### src/rtl/instruction_fetch_unit_pkg.sv
// ----------------------------------------------------------------------------
// instruction_fetch_unit_pkg
//   Shared constants and types for the fetch stage.
//   - RESET_PC_DEFAULT : fetch PC loaded on reset when not overridden
//   - NOP_INSTR        : encoding presented while no instruction is valid
//   - PC_INCR          : byte distance between consecutive instruction words
//   - fetch_entry_t    : one queue entry, {pc + 4, instruction word}
// ----------------------------------------------------------------------------
package instruction_fetch_unit_pkg;

    localparam logic [31:0] RESET_PC_DEFAULT = 32'h0040_0000;
    localparam logic [31:0] NOP_INSTR        = 32'h0000_0000;
    localparam logic [31:0] PC_INCR          = 32'd4;

    typedef struct packed {
        logic [31:0] pc_plus_4;
        logic [31:0] instr;
    } fetch_entry_t;

endpackage

### src/rtl/instruction_fetch_unit_if.sv
// ----------------------------------------------------------------------------
// instruction_fetch_unit_if
//   Bundles the fetch stage's ROM bus, IF/ID outputs and pipeline controls.
//   master : the fetch unit (drives ROM request and IF/ID outputs)
//   slave  : the surroundings (ROM data, hazard stall, MEM redirect)
//   Signals:
//     stall_i, redirect_i, redirect_pc_i  pipeline control into the fetch unit
//     imem_req_o, imem_addr_o             ROM read request / word address
//     imem_rdata_i                        ROM data, one cycle after the request
//     if_valid_o, if_instr_o,
//     if_pc_plus_4_o                      instruction presented to IF/ID
//     align_err_o                         misaligned redirect target pulse
// ----------------------------------------------------------------------------
interface instruction_fetch_unit_if;

    logic        stall_i;
    logic        redirect_i;
    logic [31:0] redirect_pc_i;
    logic        imem_req_o;
    logic [31:0] imem_addr_o;
    logic [31:0] imem_rdata_i;
    logic        if_valid_o;
    logic [31:0] if_instr_o;
    logic [31:0] if_pc_plus_4_o;
    logic        align_err_o;

    modport master (
        input  stall_i, redirect_i, redirect_pc_i, imem_rdata_i,
        output imem_req_o, imem_addr_o, if_valid_o, if_instr_o,
               if_pc_plus_4_o, align_err_o
    );

    modport slave (
        output stall_i, redirect_i, redirect_pc_i, imem_rdata_i,
        input  imem_req_o, imem_addr_o, if_valid_o, if_instr_o,
               if_pc_plus_4_o, align_err_o
    );

endinterface

### src/rtl/instruction_fetch_unit_fetch_queue.sv
// ----------------------------------------------------------------------------
// fetch_queue
//   DEPTH-entry synchronous FIFO of fetch_entry_t (64 bits).
//   Ports:
//     clk, reset   clock, asynchronous active-high reset
//     push         write push_data at the tail
//     pop          drop the head entry
//     flush        empty the queue; overrides push and pop
//     push_data    entry to write
//     head_data    current head entry (meaningless while count == 0)
//     count        number of valid entries, 0..DEPTH
//   The caller guarantees no push when full without a same-cycle pop and no
//   pop when empty. DEPTH must be a power of two so the pointers wrap freely.
// ----------------------------------------------------------------------------
module fetch_queue
    import instruction_fetch_unit_pkg::*;
#(
    parameter int DEPTH = 2
) (
    input  logic                       clk,
    input  logic                       reset,
    input  logic                       push,
    input  logic                       pop,
    input  logic                       flush,
    input  fetch_entry_t               push_data,
    output fetch_entry_t               head_data,
    output logic [$clog2(DEPTH):0]     count
);

    localparam int AW = $clog2(DEPTH);
    localparam int CW = AW + 1;

    fetch_entry_t    mem [DEPTH];
    logic [AW-1:0]   wr_ptr;
    logic [AW-1:0]   rd_ptr;

    // NOTE: state registers use non-blocking assignments so every flop samples
    // the pre-edge values of its neighbours, independent of statement order.
    always_ff @(posedge clk or posedge reset) begin
        if (reset) begin
            wr_ptr <= '0;
            rd_ptr <= '0;
            count  <= '0;
        end else if (flush) begin
            wr_ptr <= '0;
            rd_ptr <= '0;
            count  <= '0;
        end else begin
            if (push) wr_ptr <= wr_ptr + AW'(1);
            if (pop)  rd_ptr <= rd_ptr + AW'(1);
            count <= count + CW'(push) - CW'(pop);
        end
    end

    // NOTE: the storage array is deliberately not reset; validity is tracked
    // by count alone, which keeps the array a plain RAM without reset muxes.
    always_ff @(posedge clk) begin
        if (push && !flush) mem[wr_ptr] <= push_data;
    end

    assign head_data = mem[rd_ptr];

endmodule

### src/rtl/instruction_fetch_unit.sv
// ----------------------------------------------------------------------------
// instruction_fetch_unit
//   Fetch stage feeding IF/ID. Owns the fetch PC, issues word reads to a
//   synchronous ROM and buffers returned words in fetch_queue.
//   Ports:
//     clk     rising-edge clock
//     reset   asynchronous active-high reset, clears all state
//     bus     instruction_fetch_unit_if.master (ROM bus, IF/ID outputs,
//             stall / redirect controls, align_err_o)
//   Issue uses a credit rule: a request goes out only if the queue can hold
//   every word already buffered or in flight after this cycle's pop, so the
//   queue never overflows and DEPTH=2 sustains one instruction per cycle.
// ----------------------------------------------------------------------------
module instruction_fetch_unit
    import instruction_fetch_unit_pkg::*;
#(
    parameter logic [31:0] RESET_PC = RESET_PC_DEFAULT,
    parameter int          DEPTH    = 2
) (
    input  logic                     clk,
    input  logic                     reset,
    instruction_fetch_unit_if.master bus
);

    localparam int          CW      = $clog2(DEPTH) + 1;
    localparam logic [CW:0] DEPTH_W = (CW + 1)'(DEPTH);

    logic [31:0]   fetch_pc;
    logic          inflight;
    logic [31:0]   inflight_tag;
    logic          align_err_q;

    logic          kill;
    logic          issue;
    logic          push;
    logic          pop;
    logic          head_valid;
    logic [CW:0]   occupancy;
    logic [CW-1:0] count;
    logic [31:0]   next_pc;
    fetch_entry_t  head;
    fetch_entry_t  push_entry;

    // A redirect flushes the queue and discards the word returning this cycle.
    assign kill       = bus.redirect_i;
    assign head_valid = (count != '0);
    assign pop        = head_valid & ~bus.stall_i;
    assign push       = inflight & ~kill;
    assign next_pc    = fetch_pc + PC_INCR;

    // Entries held after this cycle's pop plus the one possibly returning.
    assign occupancy  = {1'b0, count} + (CW + 1)'(inflight) - (CW + 1)'(pop);
    // Gated by reset so no request is seen while reset is held.
    assign issue      = ~reset & ~kill & (occupancy < DEPTH_W);

    assign push_entry = '{pc_plus_4: inflight_tag, instr: bus.imem_rdata_i};

    always_ff @(posedge clk or posedge reset) begin
        if (reset) begin
            fetch_pc     <= RESET_PC;
            inflight     <= 1'b0;
            inflight_tag <= '0;
            align_err_q  <= 1'b0;
        end else begin
            align_err_q <= kill & (bus.redirect_pc_i[1:0] != 2'b00);
            if (kill) begin
                fetch_pc <= {bus.redirect_pc_i[31:2], 2'b00};
                inflight <= 1'b0;
            end else begin
                inflight <= issue;
                if (issue) begin
                    fetch_pc     <= next_pc;
                    inflight_tag <= next_pc;
                end
            end
        end
    end

    fetch_queue #(
        .DEPTH (DEPTH)
    ) u_fetch_queue (
        .clk       (clk),
        .reset     (reset),
        .push      (push),
        .pop       (pop),
        .flush     (kill),
        .push_data (push_entry),
        .head_data (head),
        .count     (count)
    );

    // Bubbles are presented as NOP with a zero pc+4.
    // NOTE: every output is given a default before any condition so the
    // block stays purely combinational and cannot infer a latch.
    always_comb begin
        bus.if_valid_o     = 1'b0;
        bus.if_instr_o     = NOP_INSTR;
        bus.if_pc_plus_4_o = '0;
        if (head_valid) begin
            bus.if_valid_o     = 1'b1;
            bus.if_instr_o     = head.instr;
            bus.if_pc_plus_4_o = head.pc_plus_4;
        end
    end

    assign bus.imem_req_o  = issue;
    assign bus.imem_addr_o = {fetch_pc[31:2], 2'b00};
    assign bus.align_err_o = align_err_q;

endmodule
### src/flat_wrapper.sv
// flat-port wrapper written by rule: the top's interface ports become plain ports
module instruction_fetch_unit_flat import instruction_fetch_unit_pkg::*;
#(
    parameter logic [31:0] RESET_PC = RESET_PC_DEFAULT,
    parameter int          DEPTH    = 2
)
  (clk, reset, bus_stall_i, bus_redirect_i, bus_redirect_pc_i, bus_imem_rdata_i, bus_imem_req_o, bus_imem_addr_o, bus_if_valid_o, bus_if_instr_o, bus_if_pc_plus_4_o, bus_align_err_o);
  instruction_fetch_unit_if bus_i ();
  input  logic clk;
  input  logic reset;
  input wire logic [$bits(bus_i.stall_i)-1:0] bus_stall_i;
  input wire logic [$bits(bus_i.redirect_i)-1:0] bus_redirect_i;
  input wire logic [$bits(bus_i.redirect_pc_i)-1:0] bus_redirect_pc_i;
  input wire logic [$bits(bus_i.imem_rdata_i)-1:0] bus_imem_rdata_i;
  output wire logic [$bits(bus_i.imem_req_o)-1:0] bus_imem_req_o;
  output wire logic [$bits(bus_i.imem_addr_o)-1:0] bus_imem_addr_o;
  output wire logic [$bits(bus_i.if_valid_o)-1:0] bus_if_valid_o;
  output wire logic [$bits(bus_i.if_instr_o)-1:0] bus_if_instr_o;
  output wire logic [$bits(bus_i.if_pc_plus_4_o)-1:0] bus_if_pc_plus_4_o;
  output wire logic [$bits(bus_i.align_err_o)-1:0] bus_align_err_o;
  assign bus_i.stall_i = bus_stall_i;
  assign bus_i.redirect_i = bus_redirect_i;
  assign bus_i.redirect_pc_i = bus_redirect_pc_i;
  assign bus_i.imem_rdata_i = bus_imem_rdata_i;
  assign bus_imem_req_o = bus_i.imem_req_o;
  assign bus_imem_addr_o = bus_i.imem_addr_o;
  assign bus_if_valid_o = bus_i.if_valid_o;
  assign bus_if_instr_o = bus_i.if_instr_o;
  assign bus_if_pc_plus_4_o = bus_i.if_pc_plus_4_o;
  assign bus_align_err_o = bus_i.align_err_o;
  instruction_fetch_unit #(.RESET_PC(RESET_PC), .DEPTH(DEPTH)) u_core (.clk(clk), .reset(reset), .bus(bus_i));
endmodule
### config.mk
export PLATFORM = sky130hd
export DESIGN_NAME = instruction_fetch_unit_flat
export DESIGN_NICKNAME = d
export VERILOG_FILES = /design/src/rtl/instruction_fetch_unit_pkg.sv /design/src/rtl/instruction_fetch_unit_if.sv /design/src/rtl/instruction_fetch_unit_fetch_queue.sv /design/src/rtl/instruction_fetch_unit.sv /design/src/flat_wrapper.sv
export SDC_FILE = /design/constraint.sdc
export NUM_CORES = 1
export LEC_CHECK = 0
export CORE_ASPECT_RATIO = 0.6
export CORE_MARGIN = 4
export CORE_UTILIZATION = 57
export CTS_BUF_LIST = sky130_fd_sc_hd__clkbuf_4 sky130_fd_sc_hd__clkbuf_8
export DETAILED_ROUTE_END_ITERATION = 16
export HOLD_SLACK_MARGIN = 0.06
export PLACE_DENSITY = 0.94
export SYNTH_ARGS = -nofsm -noshare
export SYNTH_HDL_FRONTEND = slang
export SYNTH_SLANG_ARGS = --single-unit
### constraint.sdc
create_clock -name clk -period 5.9 [get_ports clk]
set_clock_uncertainty 0.2 [all_clocks]
set_input_delay 1.18 -clock clk [delete_from_list [all_inputs] [get_ports clk]]
set_output_delay 1.18 -clock clk [all_outputs]
set_load 0.1 [all_outputs]
### Word level (Yosys, flattened, before mapping)

Memories as Yosys holds them, arrays and structs flattened.
Index checks and enable logic that the tools add are counted.

| storage, ports and cells | value |
|---|---|
| flip-flop bits (word level) | 70 |
| RAM bits | 128 |
| output and inout port bits | 99 |
| latch bits | 0 |
| word-level logic and storage cells | 45 |
| memories kept | 1 |
| ROM bits | 0 |

Memories:

| name | depth | width | rd ports | clocked after memory_dff | write ports | RTL line | source |
|---|---|---|---|---|---|---|---|
| u_core.u_fetch_queue.mem | 2 | 64 | 1 | 0 | 1 | instruction_fetch_unit_fetch_queue.sv:33 | `fetch_entry_t mem [DEPTH];` |

| cells by class | value |
|---|---|
| divide/modulo/power cells | 0 |
| bitwise gates (word level) | 8 |
| muxes and demuxes | 13 |
| equality and inequality tests | 0 |
| shift operators | 0 |
| magnitude comparators | 1 |
| reduce and logical (&&, ||, !) cells | 8 |
| $mul | 0 |
| $add $sub $neg | 7 |

Operators by type and width:

| operator | number |
|---|---|
| $mux W32 | 4 |
| $add A32 B3 Y32 const B | 1 |
| $reduce_bool A2 Y1 | 5 |
| $mux W1 | 8 |
| $and A1 B1 Y1 | 5 |
| $add A2 B1 Y3 | 1 |
| $lt A3 B2 Y1 const B | 1 |
| $not A1 Y1 | 3 |
| $sub A3 B1 Y3 | 1 |
| $add A1 B1 Y1 const B | 2 |
| $add A2 B1 Y2 | 1 |
| $mux W2 | 1 |
| $reduce_and A2 Y1 | 1 |
| $sub A2 B1 Y2 | 1 |
| $logic_and A1 B1 Y1 | 1 |
| $logic_not A1 Y1 | 1 |

### Depth between registers and ports, before layout

Gate-level depths: netlist (run 1).

| depth | value |
|---|---|
| depth in word-level cells | 7 |
| mapped depth | 12 |
| mapped depth without buffers | 9 |

### Modules after synthesis

Synthesis (run 1) repeated with hierarchy kept, for this count alone.

| unflattened totals | value |
|---|---|
| cell total of the unflattened synthesis | 627 |
| area, all modules | 8,690.8 µm² |

Modules (own cells, without submodules):

| module | cells an instance | instances | area an instance (µm²) | seq. area each (µm²) |
|---|---|---|---|---|
| fetch_queue | 217 | 1 | 5,034.8 | 3,943.8 |
| instruction_fetch_unit | 410 | 1 | 3,656.0 | 1,552.7 |

### Worst setup path after synthesis (run 1)

OpenSTA, ideal clock, no wires.

| timing | value |
|---|---|
| path type | input port to flip-flop |
| from | in bus_redirect_i |
| to | mem u_core.u_fetch_queue.mem[0][0] (netlist name) (enable) |
| data arrival time | 4.249 ns |
| setup time | 0.482 ns |
| setup slack | 0.969 ns |
| stages on the path | 4 |
| path buffers | 1 |
| cell sequence | buf_6 -> inv_1 -> nand2_1 -> nor2_1 |

| between the ends | value |
|---|---|
| longest elaborated chain between the ends | 5 |
| elaborated cells on any way between the ends | 6 |
| those cells by class | mux: 2; bitwise: 2; reduce/logical: 2 |

RTL lines:

| element | RTL line | source |
|---|---|---|
| start: declaration | flat_wrapper.sv:12 | `input wire logic [$bits(bus_i.redirect_i)-1:0] bus_redirect_i;` |
| $not A1 Y1 (no line) | n/a |  |
| $and A1 B1 Y1 | instruction_fetch_unit.sv:48 | `assign push = inflight & ~kill;` |
| $logic_and A1 B1 Y1 * | instruction_fetch_unit_fetch_queue.sv:58 | `if (push && !flush) mem[wr_ptr] <= push_data;` |
| $mux W1 * | instruction_fetch_unit_fetch_queue.sv:58 |  |
| $mux W1 (implied by the code) * | instruction_fetch_unit_fetch_queue.sv:58 |  |
| end: declaration | instruction_fetch_unit_fetch_queue.sv:33 |  |

Every way passes the cells marked *; elsewhere a longest branch is shown, timed or not.

### Worst setup path in the final report (run 1)

| timing | value |
|---|---|
| from | in bus_stall_i |
| to | out bus_imem_req_o |

| between the ends | value |
|---|---|
| longest elaborated chain between the ends | 5 |

RTL lines:

| element | RTL line | source |
|---|---|---|
| start: declaration | flat_wrapper.sv:11 | `input wire logic [$bits(bus_i.stall_i)-1:0] bus_stall_i;` |
| $not A1 Y1 | instruction_fetch_unit.sv:47 | `assign pop = head_valid & ~bus.stall_i;` |
| $and A1 B1 Y1 | instruction_fetch_unit.sv:47 |  |
| $sub A3 B1 Y3 | instruction_fetch_unit.sv:52 | `assign occupancy = {1'b0, count} + (CW + 1)'(inflight) - (CW + 1)'(pop);` |
| $lt A3 B2 Y1 | instruction_fetch_unit.sv:54 | `assign issue = ~reset & ~kill & (occupancy < DEPTH_W);` |
| $and A1 B1 Y1 | instruction_fetch_unit.sv:54 |  |
| end: declaration | flat_wrapper.sv:15 | `output wire logic [$bits(bus_i.imem_req_o)-1:0] bus_imem_req_o;` |

Every way passes these cells.

==> flow_results.org, run 1 <==
** Timing
- Final period util :: 0.7986
- Clock period minus worst slack :: 4712 ps
- The number of slew-limit violations in the final report was 0.
- For the pin with the worst max-slew slack, the measured transition is 1141 ps.
- Setup_tns :: 0 ps
- Final worst slack :: 1188 ps
- Setup Viol. Count Final :: 0
- The worst pin sits at a relative slew slack of 0.2392.
- Setup repair after global routing left no endpoint under its margin.
- Hold violation total from the final report :: 0
- Based on the critical path, the design can be clocked at up to 212.2 MHz.

** Clocking
- Total of cells resized after clock tree synthesis :: 0
- In this run, CTS created clock tree buffers numbering 17.
- Counting every sink on the clock net gives 190.
- The number of hold buffers added after CTS was 0.
- Root buffer selected by CTS :: clkbuf_8
- CTS H-tree lvls :: 4
- Clock slew seen by the registers of the worst setup and hold paths :: 100 ps
- TritonCTS built the clock tree.
- No sink is reached through more buffers than the 2 on the longest clock path.
- Post-CTS timing repair inserted 0 buffers for setup.
- Clk Latency, worst-skew pair :: 450 ps

** Floorplanning
- Width of the die :: 161.7 um
- The die covers 16200 um^2.
- The core region is 13750 um^2.
- In this run the count of I/O pins placed on the die edge is 167.
- The die is 100.2 um tall.
- Row generation in the floorplan step produced 33 rows.
- The initial utilization of the core area, before any placement, comes to 0.5873.

** Worst setup path
- In this run the number of cells on the critical path is 8.
- STA classifies the critical path startpoint as an input port.
- The number of cells on the worst reg-to-reg path is 9.
- For this run, the slowest stage of the critical path takes 540 ps.
- The critical path in this run is classified as in -> out.
- The worst setup path is captured at a primary output.
- Data on the critical path is required at its endpoint by 4520 ps.
- Critical path buffers and inverters :: 3
- Critical path's top delay family :: buffers and inverters
- Critical-path maximum fanout :: 4
- Cell-by-cell listing of the critical path :: clkdlybuf4s50_1 > xnor2_1 > nand2_1 > fa_1 > xor2_1 > or4b_4 > inv_1 > buf_12
- Worst path arrival time :: 3330 ps
- On the critical path, the stage with the largest delay is an instance of or4b_4.

** Yosys
- Count of synthesis-stage warnings from yosys :: 0
- Share of flip-flops with an asynchronous set or reset :: 0.3474
- Number of distinct library cell variants in the gate-level netlist after synthesis :: 47
- Counting flops and latches in the post-synthesis netlist gives 190.
- Number of synthesized flops with an enable pin :: 124
- The cell area that synthesis handed to floorplanning was 8075 um^2.
- In the synthesized netlist the dominant register cell turns out to be edfxtp_1.
- Register area share after synthesis :: 0.6658
- Mean Syn Cell Area :: 13.02 um^2
- Post-Synthesis Cells :: 620

** Layout
- Fill cell count :: 867
- In the final layout, the share of cells above drive strength 1 is 0.06675.
- The number of antenna diodes in the final layout is 0.
- Final non-filler cell total :: 971
- Final net count :: 839
- Layout Area Growth over Synthesis :: 25.86%
- Core Util, Final :: 0.7392

** Routing
- After detailed routing, the number of vias per cell comes to 5.854.
- Total via count in the routed design :: 5684
- First-pass detailed-route iteration total :: 5
- For this run, design rule violations remaining after detail routing come to 0.
- Final wirelength :: 19530 um
- Violation count after the first detailed-route iteration :: 564
- Routed wire length per instance :: 20.11 um
- Residual antenna-violating net count after detailed routing :: 0

** Global routing
- Via count of the first global-routing pass :: 5675
- In the global route stage, met2 resource usage came out at 0.3686.
- Across every metal layer, demand over resource in global routing totals 0.2430.
- The first global-routing pass estimated 30470 um of wire.
- Global routing finished with a remaining overflow of 0.
- In the global route stage, met1 resource usage came out at 0.3490.
- Number of antenna violations at the first check in global routing :: 0
- Pin count of the biggest net entering global routing :: 96
- Global-route track usage on met3 :: 0.06196
- In this run the most used layer during global routing was met2.

** Place
- Detailed placement finished with a half-perimeter wire length of 12980 um.
- Post-placement setup slack :: 1187 ps
- Count of buffers inserted at the top-level ports :: 162
- At the end of routability-driven placement, the weighted congestion stood at 0.9138.
- In this run, placement finished with an instance count of 940.

** Worst hold path
- The worst hold path belongs to the class reg -> reg.
- Min-Delay Path Depth :: 0

** Run
- Max-cap violations in this run came to 0.

** Run status
- The flow ran to the end, and the final reports show no timing, DRC or antenna violations.
==> synthesized netlist by cell type (all sizes together) (2+ instances only) <==
library cell / number / area (um^2)
o311ai: 3 / 26.28
a21o: 4 / 30.03
nor2: 80 / 307.8
o21ai: 47 / 235.2
a22oi: 11 / 82.58
nand2: 49 / 200.2
xnor2: 12 / 105.1
and2: 3 / 18.77
clkbuf: 14 / 53.80
mux2i: 62 / 620.6
a31oi: 4 / 25.02
nor3b: 2 / 15.01
edfxtp: 124 / 3724
nand3: 14 / 70.07
o211ai: 2 / 15.01
inv: 7 / 26.28
nand4: 19 / 118.9
ha: 3 / 37.54
a221o: 12 / 120.1
and3: 8 / 50.05
xor2: 21 / 183.9
buf: 29 / 168.9
nor3: 8 / 50.05
nor4: 6 / 50.04
dfrtp: 65 / 1627
==> layout by cell type, fill, tap and decap left out, types with 2 or more instances in the layout <==
cell	instances
o21ai_0	40
clkbuf_8	17
o21ai_1	7
xnor2_1	12
a22oi_1	11
ha_1	3
clkinv_4	5
nand2_1	48
inv_1	6
nor2_4	3
nor3_1	6
xor2_1	21
and2_1	3
nand3_1	14
edfxtp_1	124
nor4_2	2
a221o_1	12
mux2i_1	62
nor4_1	4
dfrtp_1	64
nor3_2	2
conb_1	4
o211ai_1	2
nor2_1	77
nand4_1	19
inv_8	3
a31oi_1	4
a21o_1	4
clkdlybuf4s50_1	161
buf_4	6
and3_1	7
nor3b_1	2
o311ai_1	2
inv_6	5
==> per-stage QoR <==
stage / area [um^2] / hold slack, ps
after global placement: 9804 / 251.5
after global routing: 10160 / 293.5
final: 10160 / 284.5
after detailed placement: 9804 / 257.9
after CTS: 10160 / 282.6
after floorplan: 8087 / 241.9
==> logic make-up after synthesis <==
family,share of synthesized area
AND/OR/NAND/NOR,0.1148
flip-flops,0.6658
AO/OA/AOI/OAI,0.06725
multiplexers,0.07685
buffers and inverters,0.03192
XOR/XNOR,0.03579
adder cells (fa/ha/maj),0.007128
other,0.0004644
==> area by class of cell <==
cell class,count,area (um^2),area share
flip-flops and latches,190,5380,0.5294
multi-input cells,382,2472,0.2433
well taps,192,240.2,0.02364
clock buffers,17,234.0,0.02302
repair buffers,168,1677,0.1650
clock inverters,14,125.1,0.01231
inverters,8,35.03,0.003447
==> flip-flops by register name (all words and copies together), names as in the netlist <==
| signal | flops |
|---|---|
| u_core.u_fetch_queue.wr_ptr | 1 |
| u_core.u_fetch_queue.rd_ptr | 1 |
| u_core.inflight | 1 |
| u_core.u_fetch_queue.mem | 124 |
| u_core.bus.align_err_o | 1 |
| u_core.fetch_pc | 30 |
| u_core.inflight_tag | 30 |
| u_core.u_fetch_queue.count | 2 |
==> layer usage <==
metal	vias to the layer above	part of all wire	wire length, um
li1	2548	-	-
met2	343	0.44	8647
met3	37	0.10	2043
met4	0	0.020	381
met5	-	0	0
met1	2756	0.43	8454
==> path summary, 6_finish.rpt <==
kind,startpoint,end,slack [ps]
worst max-delay path,bus_stall_i,bus_imem_req_o,1190
min in group asynchronous,reset,u_core.inflight_tag[31]$_DFFE_PP0P_,1180
worst min-delay path,u_core.inflight_tag[20]$_DFFE_PP0P_,u_core.u_fetch_queue.mem[0][52]$_DFFE_PP_,280
worst min register to register,u_core.inflight_tag[20]$_DFFE_PP0P_,u_core.u_fetch_queue.mem[0][52]$_DFFE_PP_,280
worst max register to register,u_core.u_fetch_queue.count[1]$_DFF_PP0_,u_core.fetch_pc[19]$_DFFE_PP0P_,2150
max in group asynchronous,reset,u_core.u_fetch_queue.rd_ptr$_DFFE_PP0P_,3710
Power of run 1 is not shown: default switching activity piles up to over one toggle a cycle in this logic, so the estimate is an artifact.
==> inputs of run 2 (changes only) <==
- CORE_UTILIZATION: 57 -> 53
- PLACE_DENSITY: 0.94 -> 0.88
- clock period: 5.9 -> 4.7 ns (I/O delays scaled with it)
==> run 2 against run 1 <==
Against the previous run:
- hold slack worse by 4.9 ps
- wire length down 2.9%
- sequential cell count unchanged
==> flow_results.org, run 2 (synthesis gave the netlist of run 1 again) <==
** Global routing
- The pin count of the biggest net entering global routing was 98 (+2.1%).
- Number of antenna violations at the first check in global routing :: 0 (unchanged)
- The global route total overflow is 0 (unchanged).
- Via count of the first global-routing pass :: 5619 (-0.99%)
- The wire length of the first global-routing pass was 30430 um (-0.13%).
- Total GRT Usage :: 0.2207 (-0.02232)

** Clocking
- Root buffer selected by CTS :: clkbuf_8
- The number of buffers inserted for hold repair after clock tree synthesis is 0 (unchanged).
- CTS tree :: built
- Clk sinks :: 190 (unchanged)
- Max clock buf depth :: 2 (unchanged)
- Setup Buffers After CTS :: 0 (unchanged)
- The clock-pin slew on the worst setup and hold paths was 90 ps (about the same).
- The clock latency of the later-clocked register in the worst-skew pair came to 450 ps (about the same).
- CTS H-tree lvls :: 4 (unchanged)
- The number of buffers created by CTS was 17 (unchanged).
- Total of cells resized after clock tree synthesis :: 0 (unchanged)

** Timing
- The clock period could shrink to 4283 ps.
- Slew at the pin closest to its max-slew limit :: 1013 ps (-128.7 ps)
- The number of slew-limit violations in the final report came to 0 (unchanged).
- RSZ-0062 raised after global routing :: no
- Based on the critical path, the design can be clocked at up to 233.5 MHz.
- Relative slew margins :: 0.3229 (+0.08367)
- Final period util :: 0.9113
- The accumulated negative setup slack was 0 ps (unchanged).
- The total of endpoints with negative setup slack in the final report came to 0 (unchanged).
- Hold violation total from the final report :: 0 (unchanged)

** Worst setup path
- The worst setup path is of the in -> out kind.
- The worst register-to-register path begins at u_core.u_fetch_queue.count[1]$_DFF_PP0_.
- Critical-path maximum fanout :: 3 (-1)
- R2R setup slack :: 1120 ps (-1030 ps)
- The data required time at the worst endpoint is 3560 ps (-960 ps).
- STA classifies the critical path startpoint as an input port.
- Worst path arrival time :: 3140 ps (-190 ps)
- The depth of the worst register-to-register path is 9 (unchanged).
- Reg2reg end :: u_core.fetch_pc[12]$_DFFE_PP0P_
- STA classifies the critical path endpoint as a primary output.

** Floorplanning
- The die outline width was 167.4 um (+3.5%).
- Die Y :: 103.6 um (+3.4%)
- Starting Density :: 0.5486 (-0.03869)
- Number of cell rows :: 34 (+3.0%)
- The total core area was 14720 um^2 (+7.1%).
- The number of top-level pins came to 167 (unchanged).
- The die area was 17340 um^2 (+7.1%).

** Layout
- The number of flip-flops in the largest register came to 124 (unchanged).
- Leaving out fill and tap cells, the most frequent cell in the layout is edfxtp_1.
- Leading cell types in the layout, fill and taps excluded :: 124 x edfxtp_1, 117 x clkdlybuf4s50_1, 77 x nor2_1, 64 x dfrtp_1, 62 x mux2i_1
- The share of post-route cells with drive strength above 1 came to 0.1242 (+0.05745).
- Final net count :: 840 (+0.12%)
- Register with the most flip-flops :: u_core.u_fetch_queue.mem
- Layout Area Growth over Synthesis :: 25.10%
- The number of diodes added for antenna fixing came to 0 (unchanged).
- In the final layout, the registers with the most flip-flops are u_core.u_fetch_queue.mem x124, u_core.fetch_pc x30, u_core.inflight_tag x30.

** Worst hold path
- Min-Delay Path Depth :: 0 (unchanged)
- Kind of path behind the tightest hold check :: reg -> reg
- The worst hold path terminates at u_core.u_fetch_queue.mem[0][55]$_DFFE_PP_.
- In this run the most critical hold path is launched from u_core.inflight_tag[23]$_DFFE_PP0P_.

** Routing
- Final wirelength :: 18960 um (-2.9%)
- Residual antenna-violating net count after detailed routing :: 0 (unchanged)
- The via count of the routed design came to 5559 (-2.2%).
- The number of DRC markers in iteration 0 came to 474 (-16%).
- Via density per instance :: 5.678 (-3.0%)
- The routed length per instance was 19.37 um (-3.7%).
- DRC violation count after routing :: 0 (unchanged)
- The first-pass iteration count of the detailed router is 6 (+1).

** Place
- The count of input and output buffers is 162 (unchanged).
- The placed wire-length estimate after detailed placement came to 13040 um (+0.43%).
- The global placement routability congestion was 0.8501 (-7.0%).

** Run status
- The run finished with clean final reports.

** Run
- The max-capacitance violation count is 0 (unchanged).
## run 2: worst max path at each step
stage,start,end,slack (ps),depth (start not counted)
after global placement,bus_stall_i,u_core.fetch_pc[12]$_DFFE_PP0P_,440,9
after floorplan,bus_redirect_i,u_core.u_fetch_queue.mem[0][0]$_DFFE_PP_,9,4
final,bus_stall_i,bus_imem_req_o,420,8
after detailed placement,bus_stall_i,u_core.fetch_pc[12]$_DFFE_PP0P_,200,11
after global routing,bus_stall_i,bus_imem_req_o,400,8
after CTS,bus_stall_i,bus_imem_req_o,430,8
## run 2: area by class of cell
type | count | area [um^2]
multi-input combinational | 382 | 2472
timing repair buffer | 169 | 1599
fill | 1037 | 4617
tap | 198 | 247.7
clock buffer | 17 | 234.0
clock inverter | 15 | 133.9
sequential | 190 | 5380
inverter | 8 | 35.03
## run 2: worst max-delay path, cell delays in order
cell and delay, ps:
clkdlybuf4s50_1 520, xnor2_1 130, nand2_1 80, fa_1 390
xor2_1 160, or4b_4 500, inv_1 200, buf_12 210
## run 2: layer usage
metal  vias up  part of all wire  GRT usage
met1      2691              0.46     0.3216
met3        31             0.084    0.06966
met5         -                 0          0
met4         0             0.015    0.05096
met2       286              0.44     0.3275
li1       2551                 -          -
## run 2: stage by stage
step / area (um^2) / std cells / util / setup slack (ps) / hold slack, ps
3_5_place_dp: 9734 / 947 / 0.6613 / 202.9 / 256.9
2_1_floorplan: 8087 / 623 / - / 9.253 / 241.9
4_1_cts: 10100 / 979 / 0.6863 / 433.1 / 278.8
3_3_place_gp: 9734 / 947 / 0.6613 / 444.6 / 252.1
6_report: 10100 / 979 / 0.6863 / 417.0 / 279.6
5_1_grt: 10100 / 979 / 0.6863 / 399.4 / 297.3
Power of run 2 is left out for the same reason.
==> inputs of run 3 (changes only) <==
- CTS_CLUSTER_DIAMETER: not set -> 60
==> results of run 3 <==
The final DEF is identical to that of run 2; final timing and power are the same.
Power of run 3 is left out for the same reason.
==> edit 1: new RTL, config.mk and constraints of run 2 <==
Reset style: synchronous (`reset`), changed in 2 clocked blocks. Comments in the files are not updated.
--- a/src/rtl/instruction_fetch_unit_fetch_queue.sv
+++ b/src/rtl/instruction_fetch_unit_fetch_queue.sv
@@ -36,7 +36,7 @@
 
     // NOTE: state registers use non-blocking assignments so every flop samples
     // the pre-edge values of its neighbours, independent of statement order.
-    always_ff @(posedge clk or posedge reset) begin
+    always_ff @(posedge clk) begin
         if (reset) begin
             wr_ptr <= '0;
             rd_ptr <= '0;
--- a/src/rtl/instruction_fetch_unit.sv
+++ b/src/rtl/instruction_fetch_unit.sv
@@ -55,7 +55,7 @@
 
     assign push_entry = '{pc_plus_4: inflight_tag, instr: bus.imem_rdata_i};
 
-    always_ff @(posedge clk or posedge reset) begin
+    always_ff @(posedge clk) begin
         if (reset) begin
             fetch_pc     <= RESET_PC;
             inflight     <= 1'b0;
Function: differs if reset is asserted again (counterexample within 4 cycles, from zero or initial values and one cycle with reset high); with reset held inactive, the same outputs for 4 cycles.
==> edit 1 against run 2 <==
Design area is 0.78% higher. Register-to-register slack better by 0.08 ns. Via count rose by 2.9%. Worst setup slack gained 0.18 ns. Largest cell class unchanged. Critical endpoint unchanged. Sequential cell count rose by 1. Wire length grew 1.5%. Sequential share of layout area down 3.5 points. Worst hold slack worse by 0.021 ns. Area after synthesis decreased by 0.31%.
==> edit 1: results (changes against run 2) <==
Cells and area
  – CLK BUF: 18 (was 17)
  – Fillers: 1050 (was 1037)
  – Share of cells above drive strength 1: 9.72% (was 12.4%)
  – Buffer share of cell area: 16.4% (was 15.8%)
  – Post-route insts no fill: 1021 (was 979)

Run status
  – Outcome: finished clean (unchanged)

Route
  – Drt first pass iters: 5 (was 6)
  – Met2 wire len: 8370 um (was 8380 um)
  – Vias: 5722 (was 5559)
  – DR iter-0 viols: 533 (was 474)
  – Post-Route M1 WL: 8660 um (was 8720 um)
  – Met3 wire length: 1950 um (was 1590 um)

Global route
  – First-pass GRT wire length: 30100 um (was 30400 um)
  – Initial antenna violation count: 1 (was 0)
  – Met2 usage: 33.8% (was 32.7%)
  – Met3 GRT Util: 6.04% (was 6.97%)
  – GRT Total Usage: 22.4% (was 22.1%)

Placed design
  – DP Wirelength: 13600 um (was 13000 um)
  – Routability congestion estimate: 0.919 (was 0.850)

Logic synthesis
  – Compound-Gate Fraction of Synth Area: 6.43% (was 6.72%)
  – Share of flip-flops with an asynchronous set or reset after synthesis: 0% (was 34.7%)
  – Ranking of synthesized cells by area: edfxtp_1, dfxtp_1, mux2i_1, nor2_1, a211oi_1 (was edfxtp_1, dfrtp_1, mux2i_1, nor2_1, o21ai_0)
  – Seq/Total Area, Yosys: 62.9% (was 66.6%)
  – Mapped Cells: 663 (was 620)
  – Post-synthesis mux area share: 8.22% (was 7.69%)
  – Synth Area in Adders: 0.560% (was 0.713%)

Floorplanning
  – Die area: 17300 um2 (about the same)

Worst setup path
  – Arr. time, crit path: 2.97 ns (was 3.14 ns)
  – Peak fanout along the critical path: 4 (was 3)

Timing
  – Final hold slack: 0.259 ns (was 0.280 ns)
  – Fmax: 243 MHz (was 233 MHz)
  – Worst Max-Slew Pin Slew: 1.03 ns (was 1.01 ns)
## edit 1: cell types whose count changed after synthesis, sizes merged, moves of 10 or more
cell,before,now
dfxtp,0,67
buf,29,10
nand2,49,28
a22oi,11,1
xnor2,12,23
a211oi,0,37
o21ai,47,7
clkbuf,14,36
dfrtp,65,0
a221o,12,1
nor2,80,126
## edit 1: final timing paths
check,start,endpoint,cells after the start
max,bus_stall_i,bus_imem_req_o,6
min,u_core.inflight_tag[17],u_core.u_fetch_queue.mem[1][49],0
max reg2reg,u_core.u_fetch_queue.count[1],u_core.fetch_pc[21],10
min reg2reg,u_core.inflight_tag[17],u_core.u_fetch_queue.mem[1][49],0
## edit 1: logic make-up after synthesis
| logic type | count (synthesis) |
|---|---|
| DFF | 191 |
| muxes | 66 |
| other | 1 |
| AOI/OAI and AO/OA | 73 |
| xor gates and xnor gates | 51 |
| adders and majority gates | 3 |
| buffers and inverters | 53 |
| and+or+nand+nor | 225 |
==> edit 2: new RTL, config.mk and constraints of run 2 <==
Without the edit above. `DEPTH` is set to 2 in 3 places; all go to 4. Comments in the files are not updated.
--- a/src/rtl/instruction_fetch_unit_fetch_queue.sv
+++ b/src/rtl/instruction_fetch_unit_fetch_queue.sv
@@ -15,7 +15,7 @@
 module fetch_queue
     import instruction_fetch_unit_pkg::*;
 #(
-    parameter int DEPTH = 2
+    parameter int DEPTH = 4
 ) (
     input  logic                       clk,
     input  logic                       reset,
--- a/src/rtl/instruction_fetch_unit.sv
+++ b/src/rtl/instruction_fetch_unit.sv
@@ -15,7 +15,7 @@
     import instruction_fetch_unit_pkg::*;
 #(
     parameter logic [31:0] RESET_PC = RESET_PC_DEFAULT,
-    parameter int          DEPTH    = 2
+    parameter int          DEPTH    = 4
 ) (
     input  logic                     clk,
     input  logic                     reset,
--- a/src/flat_wrapper.sv
+++ b/src/flat_wrapper.sv
@@ -2,7 +2,7 @@
 module instruction_fetch_unit_flat import instruction_fetch_unit_pkg::*;
 #(
     parameter logic [31:0] RESET_PC = RESET_PC_DEFAULT,
-    parameter int          DEPTH    = 2
+    parameter int          DEPTH    = 4
 )
   (clk, reset, bus_stall_i, bus_redirect_i, bus_redirect_pc_i, bus_imem_rdata_i, bus_imem_req_o, bus_imem_addr_o, bus_if_valid_o, bus_if_instr_o, bus_if_pc_plus_4_o, bus_align_err_o);
   instruction_fetch_unit_if bus_i ();
Formal check against the unedited RTL: not equivalent (a bounded check fails within 4 cycles, from zero or initial values and one cycle with reset high).
==> edit 2 against run 2 <==
Utilization decreased by 2.8 points. Count of clock-buffer cells in the layout is 44 higher. Sequential cell count grew 127. Critical path depth stayed put. Wire length increased by 52%. Synthesized cell count is 29% higher. Design area grew 59%. Worst setup slack worse by 0.019 ns. Area after synthesis up 65%. Sequential share of layout area grew 3.8 points. Critical path type unchanged.
==> edit 2: results (changes against run 2) <==
Cells and area
  – Share of cells above drive strength 1: 23.0% (was 12.4%)
  – NumNets Final: 1055 (was 840)
  – Ant diodes: 0 (unchanged)
  – Biggest regs: u_core.u_fetch_queue.mem x248, u_core.fetch_pc x30, u_core.inflight_tag x30 (was u_core.u_fetch_queue.mem x124, u_core.fetch_pc x30, u_core.inflight_tag x30)
  – Fillers: 1678 (was 1037)

Clock tree
  – # resized after CTS: 0 (unchanged)
  – Clock slew seen by the registers of the worst setup and hold paths: 0.07 ns (was 0.09 ns)
  – Worst-Skew Late Latency: 0.55 ns (was 0.45 ns)
  – Root buffer cell: clkbuf_8 (unchanged)
  – Post-CTS Setup Bufs: 0 (unchanged)
  – Inserted Clock Buffers: 47 (was 17)
  – CTS max path bufs: 3 (was 2)
  – H-Tree Depth: 2 (was 4)

Logic synthesis
  – Post-synth EDFFs: 248 (was 124)
  – Seq/Total Area, Yosys: 69.0% (was 66.6%)
  – Top cell type's share of synthesized area: 56.0% (was 46.1%)
  – Commonest cells post-synth: edfxtp_1, dfrtp_1, nor2b_1 (was edfxtp_1, nor2_1, dfrtp_1)
  – Ranking of synthesized cells by area: edfxtp_1, dfrtp_1, mux4_2, nor2b_1, xnor2_1 (was edfxtp_1, dfrtp_1, mux2i_1, nor2_1, o21ai_0)
  – Library cells used by synthesis: 45 (was 47)
  – Share of flip-flops with an asynchronous set or reset after synthesis: 21.8% (was 34.7%)

Run status
  – Outcome: finished clean (unchanged)

Worst setup path
  – Worst R2R Setup Slack: 1.43 ns (was 1.12 ns)
  – R2R depth: 10 (was 9)
  – Arr. time, crit path: 3.16 ns (was 3.14 ns)
  – Peak fanout along the critical path: 4 (was 3)

Min path
  – Hold path cells: 0 (unchanged)
  – Min-Delay Path Class: reg -> reg (unchanged)

Route
  – Vias per cell: 5.86 (was 5.68)
  – WL/cell: 21.6 um (was 19.4 um)
  – Drt first pass iters: 5 (was 6)
  – DR iter-0 viols: 553 (was 474)

Placed design
  – Place WS: 0.431 ns (was 0.203 ns)
  – DP Wirelength: 18200 um (was 13000 um)
  – Routability congestion estimate: 0.856 (was 0.850)

Global route
  – GRT Total Usage: 21.0% (was 22.1%)
  – Largest net degree at the start of global routing: 63 (was 98)
  – Number of global-route vias before repair: 7859 (was 5619)
  – First-pass GRT wire length: 44900 um (was 30400 um)

Timing
  – Worst Max-Slew Pin Slew: 1.00 ns (was 1.01 ns)
  – Setup TNS: 0 ns (unchanged)
  – Tmin final: 4.30 ns (was 4.28 ns)

Power and ir drop
  – Leakage: 5.39 nW
  – Maximum VDD drop: 0.000579 V
[edit 2: power breakdown]
group | internal (mW) | switching (mW)
logic | 1.29 | 3.67
clock network | 1.27 | 1.00
registers | 3.45 | 0.362
[edit 2: worst max-delay path, cell delays in order]
cell	delay [ns]
clkdlybuf4s50_1	0.47
or3_1	0.40
ha_1	0.28
a31oi_1	0.26
mux2_2	0.39
nand2_1	0.15
inv_1	0.10
buf_12	0.17
[edit 2: path summary, 6_finish.rpt]
kind	end	startpoint
setup reg to reg	u_core.fetch_pc[3]	u_core.u_fetch_queue.count[1]
hold reg to reg	u_core.u_fetch_queue.mem[0][56]	u_core.inflight_tag[24]
max in group asynchronous	u_core.fetch_pc[22]	reset
min in group asynchronous	u_core.fetch_pc[16]	reset
hold / removal	u_core.u_fetch_queue.mem[0][56]	u_core.inflight_tag[24]
setup / recovery	bus_imem_req_o	bus_stall_i
[edit 2: kinds of logic (layout without fill, tap and decap cells)]
logic type / Yosys count / after routing / share of synthesized area [%]
XOR/XNOR: 35 / 35 / 2.30
flip-flops: 317 / 317 / 69.0
adder cells (fa/ha/maj): 9 / 9 / 0.903
buffers and inverters: 64 / 271 / 2.02
AND/OR/NAND/NOR: 213 / 213 / 9.53
AO/OA/AOI/OAI: 74 / 74 / 3.64
multiplexers: 87 / 87 / 12.6
other: 1 / 4 / 0.0282
[edit 2: area by class of cell]
cell class	count	area, um2	share of cell area, %
sequential	317	9180	57.1
multi-input combinational	422	3900	24.2
timing repair buffer	175	1610	10.0
clock buffer	61	758	4.71
tap	322	403	2.50
clock inverter	20	188	1.17
inverter	15	56.3	0.350
[edit 2: layer usage]
metal  vias up  global-route usage [%]  wire [um]
li1       3476                       -          -
met1      3999                    31.3      12700
met2       297                    32.5      13500
met3        36                    4.51       2190
met4         0                    4.54        353
met5         -                       0          0
[edit 2: metrics by stage]
step                util, %  instances  hold WS (ns)  total power [mW]  cell area [um2]
detailed placement     62.0       1251         0.304              8.84            15100
CTS                    65.8       1332         0.311              11.1            16100
global route           65.8       1332         0.342              11.5            16100
finish                 65.8       1332         0.318              11.0            16100
global placement       62.0       1251         0.300              8.75            15100
floorplan                 -        803         0.269              7.61            13300
